### src/rtl/mfp_irq_ctrl.sv
// mfp_irq_ctrl: 16-channel MFP68901-style interrupt controller.
//
// Latches one-cycle interrupt pulses into pending bits, resolves fixed
// priority (channel 15 highest), optionally nests through the in-service
// register (VR S bit), drives an active-low registered IRQ_N and answers
// IACK strobes with a registered 8-bit vector.
//
// Ports:
//   CLK        system clock
//   RST_N      synchronous active-low reset
//   IRQ_SRC    one-cycle interrupt pulses, bit 15 highest priority
//   ADDR       register select (0 IERA .. 8 VR, 9-15 read 0)
//   WE         one-cycle write strobe
//   DAT_I      write data
//   DAT_O      combinational read data of the selected register
//   IACK       one-cycle interrupt-acknowledge strobe
//   VEC_O      registered acknowledged vector
//   VEC_VALID  one-cycle pulse qualifying VEC_O
//   IRQ_N      registered interrupt request, active-low
//
// "A" registers hold channels 15..8, "B" registers hold channels 7..0.
module mfp_irq_ctrl #(
  parameter bit NONE_WINS_IACK = 1'b0
) (
  input  logic        CLK,
  input  logic        RST_N,
  input  logic [15:0] IRQ_SRC,
  input  logic [3:0]  ADDR,
  input  logic        WE,
  input  logic [7:0]  DAT_I,
  output logic [7:0]  DAT_O,
  input  logic        IACK,
  output logic [7:0]  VEC_O,
  output logic        VEC_VALID,
  output logic        IRQ_N
);

  typedef enum logic [3:0] {
    REG_IERA = 4'd0,
    REG_IERB = 4'd1,
    REG_IPRA = 4'd2,
    REG_IPRB = 4'd3,
    REG_ISRA = 4'd4,
    REG_ISRB = 4'd5,
    REG_IMRA = 4'd6,
    REG_IMRB = 4'd7,
    REG_VR   = 4'd8
  } reg_sel_e;

  reg_sel_e sel;
  assign sel = reg_sel_e'(ADDR);

  logic [15:0] ier_q, ier_d;
  logic [15:0] ipr_q, ipr_d;
  logic [15:0] isr_q, isr_d;
  logic [15:0] imr_q, imr_d;
  logic [7:0]  vr_q,  vr_d;
  logic [7:0]  vec_q, vec_d;
  logic        vec_valid_q, vec_valid_d;
  logic        irq_n_q, irq_n_d;

  // Per-bit keep masks: a bit written 0 clears, a bit written 1 preserves.
  logic [15:0] ier_keep;
  logic [15:0] ipr_keep;
  logic [15:0] isr_keep;

  logic        s_bit;
  logic [15:0] qual;
  logic        top_found;
  logic [3:0]  top_ch;
  logic [15:0] hi_mask;
  logic        blocked;
  logic        grant;
  logic [15:0] grant_onehot;
  logic        ack;

  assign s_bit = vr_q[3];

  // Register write decode
  always_comb begin
    ier_d    = ier_q;
    imr_d    = imr_q;
    vr_d     = vr_q;
    ier_keep = '1;
    ipr_keep = '1;
    isr_keep = '1;
    if (WE) begin
      case (sel)
        REG_IERA: begin ier_d[15:8] = DAT_I; ier_keep[15:8] = DAT_I; end
        REG_IERB: begin ier_d[7:0]  = DAT_I; ier_keep[7:0]  = DAT_I; end
        REG_IPRA: ipr_keep[15:8] = DAT_I;
        REG_IPRB: ipr_keep[7:0]  = DAT_I;
        REG_ISRA: isr_keep[15:8] = DAT_I;
        REG_ISRB: isr_keep[7:0]  = DAT_I;
        REG_IMRA: imr_d[15:8] = DAT_I;
        REG_IMRB: imr_d[7:0]  = DAT_I;
        REG_VR:   vr_d = DAT_I;
        default:  ;
      endcase
    end
  end

  // Fixed-priority arbitration on the current (pre-edge) register state.
  // Only the highest qualifying channel matters: if it is blocked, every
  // lower channel is blocked by the same in-service bit.
  always_comb begin
    qual      = ipr_q & imr_q;
    top_found = 1'b0;
    top_ch    = '0;
    for (int unsigned i = 0; i < 16; i++) begin
      if (qual[i]) begin
        top_found = 1'b1;
        top_ch    = i[3:0];
      end
    end
    hi_mask      = 16'hFFFF << top_ch;
    blocked      = s_bit && (|(isr_q & hi_mask));
    grant        = top_found && !blocked;
    grant_onehot = grant ? (16'h0001 << top_ch) : '0;
  end

  assign ack = IACK && grant;

  // Pending/in-service next state. Ordering: software clear, acknowledge
  // clear, then new pulse sets; an IER 0 write drops the pending bit last.
  always_comb begin
    ipr_d = (((ipr_q & ipr_keep) & ~(ack ? grant_onehot : '0))
             | (IRQ_SRC & ier_q)) & ier_keep;
    isr_d = (isr_q & isr_keep) | ((ack && s_bit) ? grant_onehot : '0);
  end

  // Vector / request outputs
  always_comb begin
    vec_d       = vec_q;
    vec_valid_d = 1'b0;
    if (IACK) begin
      if (grant) begin
        vec_d       = {vr_q[7:4], top_ch};
        vec_valid_d = 1'b1;
      end else if (NONE_WINS_IACK) begin
        vec_d       = {vr_q[7:4], 4'h0};
        vec_valid_d = 1'b1;
      end
    end
    irq_n_d = ~grant;
  end

  always_ff @(posedge CLK) begin
    if (!RST_N) begin
      ier_q       <= '0;
      ipr_q       <= '0;
      isr_q       <= '0;
      imr_q       <= '0;
      vr_q        <= '0;
      vec_q       <= '0;
      vec_valid_q <= 1'b0;
      irq_n_q     <= 1'b1;
    end else begin
      ier_q       <= ier_d;
      ipr_q       <= ipr_d;
      isr_q       <= isr_d;
      imr_q       <= imr_d;
      vr_q        <= vr_d;
      vec_q       <= vec_d;
      vec_valid_q <= vec_valid_d;
      irq_n_q     <= irq_n_d;
    end
  end

  // Read mux, side-effect free
  always_comb begin
    case (sel)
      REG_IERA: DAT_O = ier_q[15:8];
      REG_IERB: DAT_O = ier_q[7:0];
      REG_IPRA: DAT_O = ipr_q[15:8];
      REG_IPRB: DAT_O = ipr_q[7:0];
      REG_ISRA: DAT_O = isr_q[15:8];
      REG_ISRB: DAT_O = isr_q[7:0];
      REG_IMRA: DAT_O = imr_q[15:8];
      REG_IMRB: DAT_O = imr_q[7:0];
      REG_VR:   DAT_O = vr_q;
      default:  DAT_O = '0;
    endcase
  end

  assign VEC_O     = vec_q;
  assign VEC_VALID = vec_valid_q;
  assign IRQ_N     = irq_n_q;

endmodule

### config.mk
export PLATFORM = sky130hd
export DESIGN_NAME = mfp_irq_ctrl
export DESIGN_NICKNAME = d
export VERILOG_FILES = /design/src/rtl/mfp_irq_ctrl.sv
export SDC_FILE = /design/constraint.sdc
export NUM_CORES = 1
export LEC_CHECK = 0
export BUFFER_PORTS_ARGS = -buffer_cell sky130_fd_sc_hd__buf_2
export CAP_MARGIN = 20
export CORE_MARGIN = 4
export CORE_UTILIZATION = 60
export DETAILED_ROUTE_END_ITERATION = 10
export GPL_TIMING_DRIVEN = 0
export PLACE_DENSITY_LB_ADDON = 0.15
export SYNTH_ARGS = -nofsm -noshare
export SYNTH_HDL_FRONTEND = slang
export SYNTH_SLANG_ARGS = --single-unit
### constraint.sdc
create_clock -name CLK -period 7.9 [get_ports CLK]
set_input_delay 1.975 -clock CLK [delete_from_list [all_inputs] [get_ports CLK]]
set_output_delay 1.975 -clock CLK [all_outputs]
set_load 0.05 [all_outputs]
After elaboration in Yosys (flattened, before gate mapping):

Index checks and enable logic that the tools add are counted.

* bitwise operators: 11
* shift-type cells: 2
* equality and inequality tests: 8
* reduce and logical (&&, ||, !) cells: 14
* multiplexer cells: 45

Operator list (number)
* AND 16 bit: 7
* two-way mux 16 bit: 6
* case mux 8 bit (9 select lines): 1
* two-way mux 4 bit: 14
* two-way mux 8 bit: 6
* OR 16 bit: 2
* two-way mux 1 bit: 18
* == test 4 x 3 -> 1 bit (second input constant): 4
* inverter 16 bit: 1
* OR reduction 16 bit: 1
* left shift 1 x 4 -> 16 bit (first input constant): 1
* left shift 16 x 4 -> 16 bit (first input constant): 1
* AND reduction 2 bit: 7
* == test 4 x 2 -> 1 bit (second input constant): 2
* == test 4 x 1 -> 1 bit (second input constant): 1
* == test 4 bit (second input constant): 1
* logical AND 1 bit: 4
* zero test 4 bit: 1
* zero test 1 bit: 1
* inverter 1 bit: 1

* input bits: 32
* output and inout bits: 18
* flip-flop bits (word level): 82

Longest topological paths before layout:

* word-level depth: 28
* mapped depth: 10
* depth with buffers taken out: 8

Worst setup path before layout:

Ideal clock, no wire load.

* path type: input -> output
* start: input ADDR[0]
* end: output DAT_O[0]
* buffers on the path: 1
* setup slack: 1727 ps
* data required time: 5925 ps
* data arrival time: 4198 ps
* stages: 6
* cells stage by stage: clkbuf_1 > nor4b_2 > a222oi_1 > nand3_1 > a21oi_1 > o21ai_0

* cells in the longest elaborated chain, start to end: 2
* elaborated cells between the ends (all ways): 10

Ends and longest elaborated chain
* from (decl): line 28 `input logic [3:0] ADDR,`
* == test 4 bit, or another cell as far along: line 172 `case (sel)`
* case mux 8 bit (9 select lines) (*): line 172
* to (decl): line 31 `output logic [7:0] DAT_O,`

Mark *: on every way between the ends. The rest lies on a longest branch, timed or not.

Worst setup path after layout:

* start: input ADDR[3]
* end: output DAT_O[7]

Same word-level chain as after synthesis.

==> flow_summary.ini <==
[critical_path]
cp.buffers_inverters = 3
worstPathArrival_ns = 4.34
crit_type = input pin to output port
worst_ep_required_time_ns = 5.93
crit_top_cell = buf_2
startpoint_type = input pin
path_cells = buf_2, clkbuf_1, nor4b_2, a222oi_1, nand3_1, a21oi_1, o21ai_0, buf_2
path_delay_family = simple AND/OR/NAND/NOR gates
endpoint_kind = output port
crit_fanout = 10
critical_path.slowest_cell = nor4b_2
slowest_delay_ns = 0.96

[detailed_routing]
dr_total_vias = 5182
dr.pass1.iters = 9
wl_per_cell_um = 25.1
drtIter0Drc = 612
totalWireLength_mm = 18.3
drc = 0
final_antenna_net_count = 0
viasPerCell = 7.10

[cts]
clock_tree.root_cell = clkbuf_8
cts.sinks = 82
clockBufferDepth = 2
clk_latency_ns = 0.39
cts_buffers = 9
cts_tree = done
htreeDepth = 3
clkSlewWorstSetupHoldPaths_ns = 0.08
post_cts_resized = 0
cts_setup_buffers = 0
cts_hold_buf = 0

[sta]
period_needed_ns = 6.31
drv_slew = 0
max_freq_mhz = 158
max-slew-margin-rel_pct = 23.2
hold_violations = 0
setup_viol = 0
fin_crit_sh_pct = 79.9
fin_skew_ns = 0.0205
tns_ns = 0
rsz0062_at_grt = false
worstMarginPinSlew_ns = 1.14
hold_slack_ns = 0.461
setup_slack_ns = 1.59

[run_status]
outcome = finished, final reports clean

[yosys]
netlist_instances = 572
synth_edf_count = 0
synthArstFlopShare_pct = 0
synth_seq_cells = 82
ys_warn_count = 0
synth_nets = 604
syn-cell-area_mm2 = 0.00471
synth_cell_types = 57
synthFlopType = dfxtp_1
syn_area_per_cell_um2 = 8.23
seq_area_frac_synth_pct = 34.9

[floorplanning]
dieArea_mm2 = 0.00933
rows = 32
die_w_um = 96.6
die_y_um = 96.6
io_pins = 50
start_util_pct = 61.2
fp.coreArea_mm2 = 0.00769

[worst_hold_path]
worstHoldPathType = register to register

[power]
p_leak_nw = 1.88
pwr-share-seq_pct = 50.7
pwr-share-clk_pct = 41.2
ir_drop_uv = 143
p_int_mw = 0.593
power_density_mw_per_mm2 = 158
swShare_pct = 28.4
combPwrFrac_pct = 8.1
power_switching_mw = 0.236

[global_route]
grt_pass1_vias = 4808
grt_pass1_wl_mm = 27.4
antenna_found_initial = 0
grt_max_degree = 16
grt_usage_pct = 40.6
grt_overflow_total = 0

[layout]
layout-drive-gt1-share_pct = 13.4
n_antenna_cell = 0
fin_nets = 655
syn2layout_area_growth_pct = 11.4

[place]
io_buffers = 39
hpwl_mm = 13.6
gp_congestion = 1.03
post-place-ws_ns = 1.71

[flow_run]
max-cap-violations = 0
==> registers in the layout, indices dropped and copies added, names as in the netlist <==
name       count
ier_q         16
imr_q         16
ipr_q         16
isr_q         16
VEC_O          8
vr_q           8
IRQ_N          1
VEC_VALID      1
==> worst paths after layout <==
check                                             from               endpoint  slack, ns  cells past startpoint
worst min-delay path             VEC_O[6]$_SDFFE_PN0P_  VEC_O[6]$_SDFFE_PN0P_       0.46                      2
worst min register to register   VEC_O[6]$_SDFFE_PN0P_  VEC_O[6]$_SDFFE_PN0P_       0.46                      2
worst max register to register  imr_q[11]$_SDFFE_PN0P_  VEC_O[7]$_SDFFE_PN0P_       4.85                      9
worst max-delay path                           ADDR[3]               DAT_O[7]       1.59                      8
==> synth_stat cells, types with 3 or more instances <==
master / instances / area (µm²)
a21boi_0: 34 / 255
a21o_1: 4 / 30.0
a21oi_1: 12 / 60.1
a221oi_1: 3 / 26.3
a222oi_1: 7 / 70.1
a22o_1: 5 / 43.8
a22oi_1: 25 / 188
a2bb2oi_1: 6 / 52.6
a31oi_1: 7 / 43.8
and2_1: 11 / 68.8
and3_1: 4 / 25.0
buf_6: 3 / 33.8
clkbuf_1: 38 / 143
dfxtp_1: 82 / 1640
inv_1: 4 / 15.0
mux2_2: 8 / 90.1
mux2i_1: 14 / 140
nand2_1: 106 / 398
nand2b_1: 7 / 43.8
nand3_1: 43 / 215
nand3b_1: 4 / 30.0
nand4_1: 4 / 25.0
nor2_1: 19 / 71.3
nor2b_1: 13 / 81.3
nor3_1: 5 / 25.0
o2111a_1: 4 / 45.0
o2111ai_1: 11 / 96.3
o211a_1: 5 / 50.1
o211ai_1: 21 / 158
o21a_1: 3 / 22.5
o21ai_0: 15 / 75.1
o31ai_1: 10 / 75.1
o31ai_2: 4 / 50.1
or3_1: 3 / 18.8
==> metrics by stage <==
step / instance area [µm²] / total power, mW / instances / utilization, %
2_1_floorplan: 4710 / 0.466 / 572 / -
3_3_place_gp: 5030 / 0.492 / 713 / 65.4
3_5_place_dp: 5030 / 0.493 / 713 / 65.4
4_1_cts: 5240 / 0.818 / 729 / 68.2
5_1_grt: 5250 / 0.841 / 730 / 68.2
6_report: 5250 / 0.829 / 730 / 68.2
==> cells by family after synthesis <==
logic type | synth area share, %
AND/OR/NAND/NOR | 24.1
flip-flops | 34.9
AO/OA/AOI/OAI | 31.9
multiplexers | 4.89
buffers and inverters | 4.33
==> final cells by class <==
type / instances / area [µm²]
multi-input cells: 443 / 2860
fillers: 681 / 2440
flip-flops and latches: 82 / 1640
repair buffers: 40 / 200
plain buffers: 43 / 189
clock buffers: 10 / 138
well taps: 102 / 128
clock inverters: 6 / 71.3
inverters: 4 / 15.0
==> metal layers <==
metal	up-vias	wire length [µm]	track usage [%]
li1	2255	-	-
met1	2394	6770	51.9
met2	433	8290	63.2
met3	100	2160	9.14
met4	0	1120	22.8
met5	-	0	0
==> power by group through the flow <==
stage | sequential, mW | combinational (mW) | clock (mW)
4_1_cts | 0.420 | 0.0639 | 0.334
3_5_place_dp | 0.430 | 0.0637 | 0
3_3_place_gp | 0.430 | 0.0621 | 0
5_1_grt | 0.421 | 0.0697 | 0.350
2_1_floorplan | 0.428 | 0.0379 | 0
6_report | 0.420 | 0.0671 | 0.341
==> worst reg2reg max path, stage by stage, from the launching register on <==
cell and delay, ns:
dfxtp_1 0.47, a22oi_2 0.17, a221oi_2 0.48, a21oi_2 0.16, nor2_1 0.27, o221ai_2 0.17
a211oi_4 0.50, and3_4 0.31, buf_6 0.19, mux2i_1 0.24
==> cells in the final DEF, fill, tap and decap left out, types with 3 or more instances in the layout <==
master / count
nand2_1: 106
dfxtp_1: 82
nand3_1: 43
buf_2: 40
clkbuf_1: 38
a21boi_0: 34
a22oi_1: 25
o211ai_1: 21
nor2_1: 19
o21ai_0: 15
mux2i_1: 14
nor2b_1: 13
a21oi_1: 12
and2_1: 11
o2111ai_1: 11
o31ai_1: 10
clkbuf_8: 10
mux2_2: 8
nand2b_1: 7
a222oi_1: 7
a31oi_1: 7
a2bb2oi_1: 6
nor3_1: 5
a22o_1: 5
o211a_1: 5
and3_1: 4
nand3b_1: 4
a21o_1: 4
inv_1: 4
nand4_1: 4
o2111a_1: 4
o31ai_2: 4
a221oi_1: 3
o21a_1: 3
or3_1: 3
buf_6: 3
inv_6: 3
No activity file was read; power rests on OpenSTA's default activity.
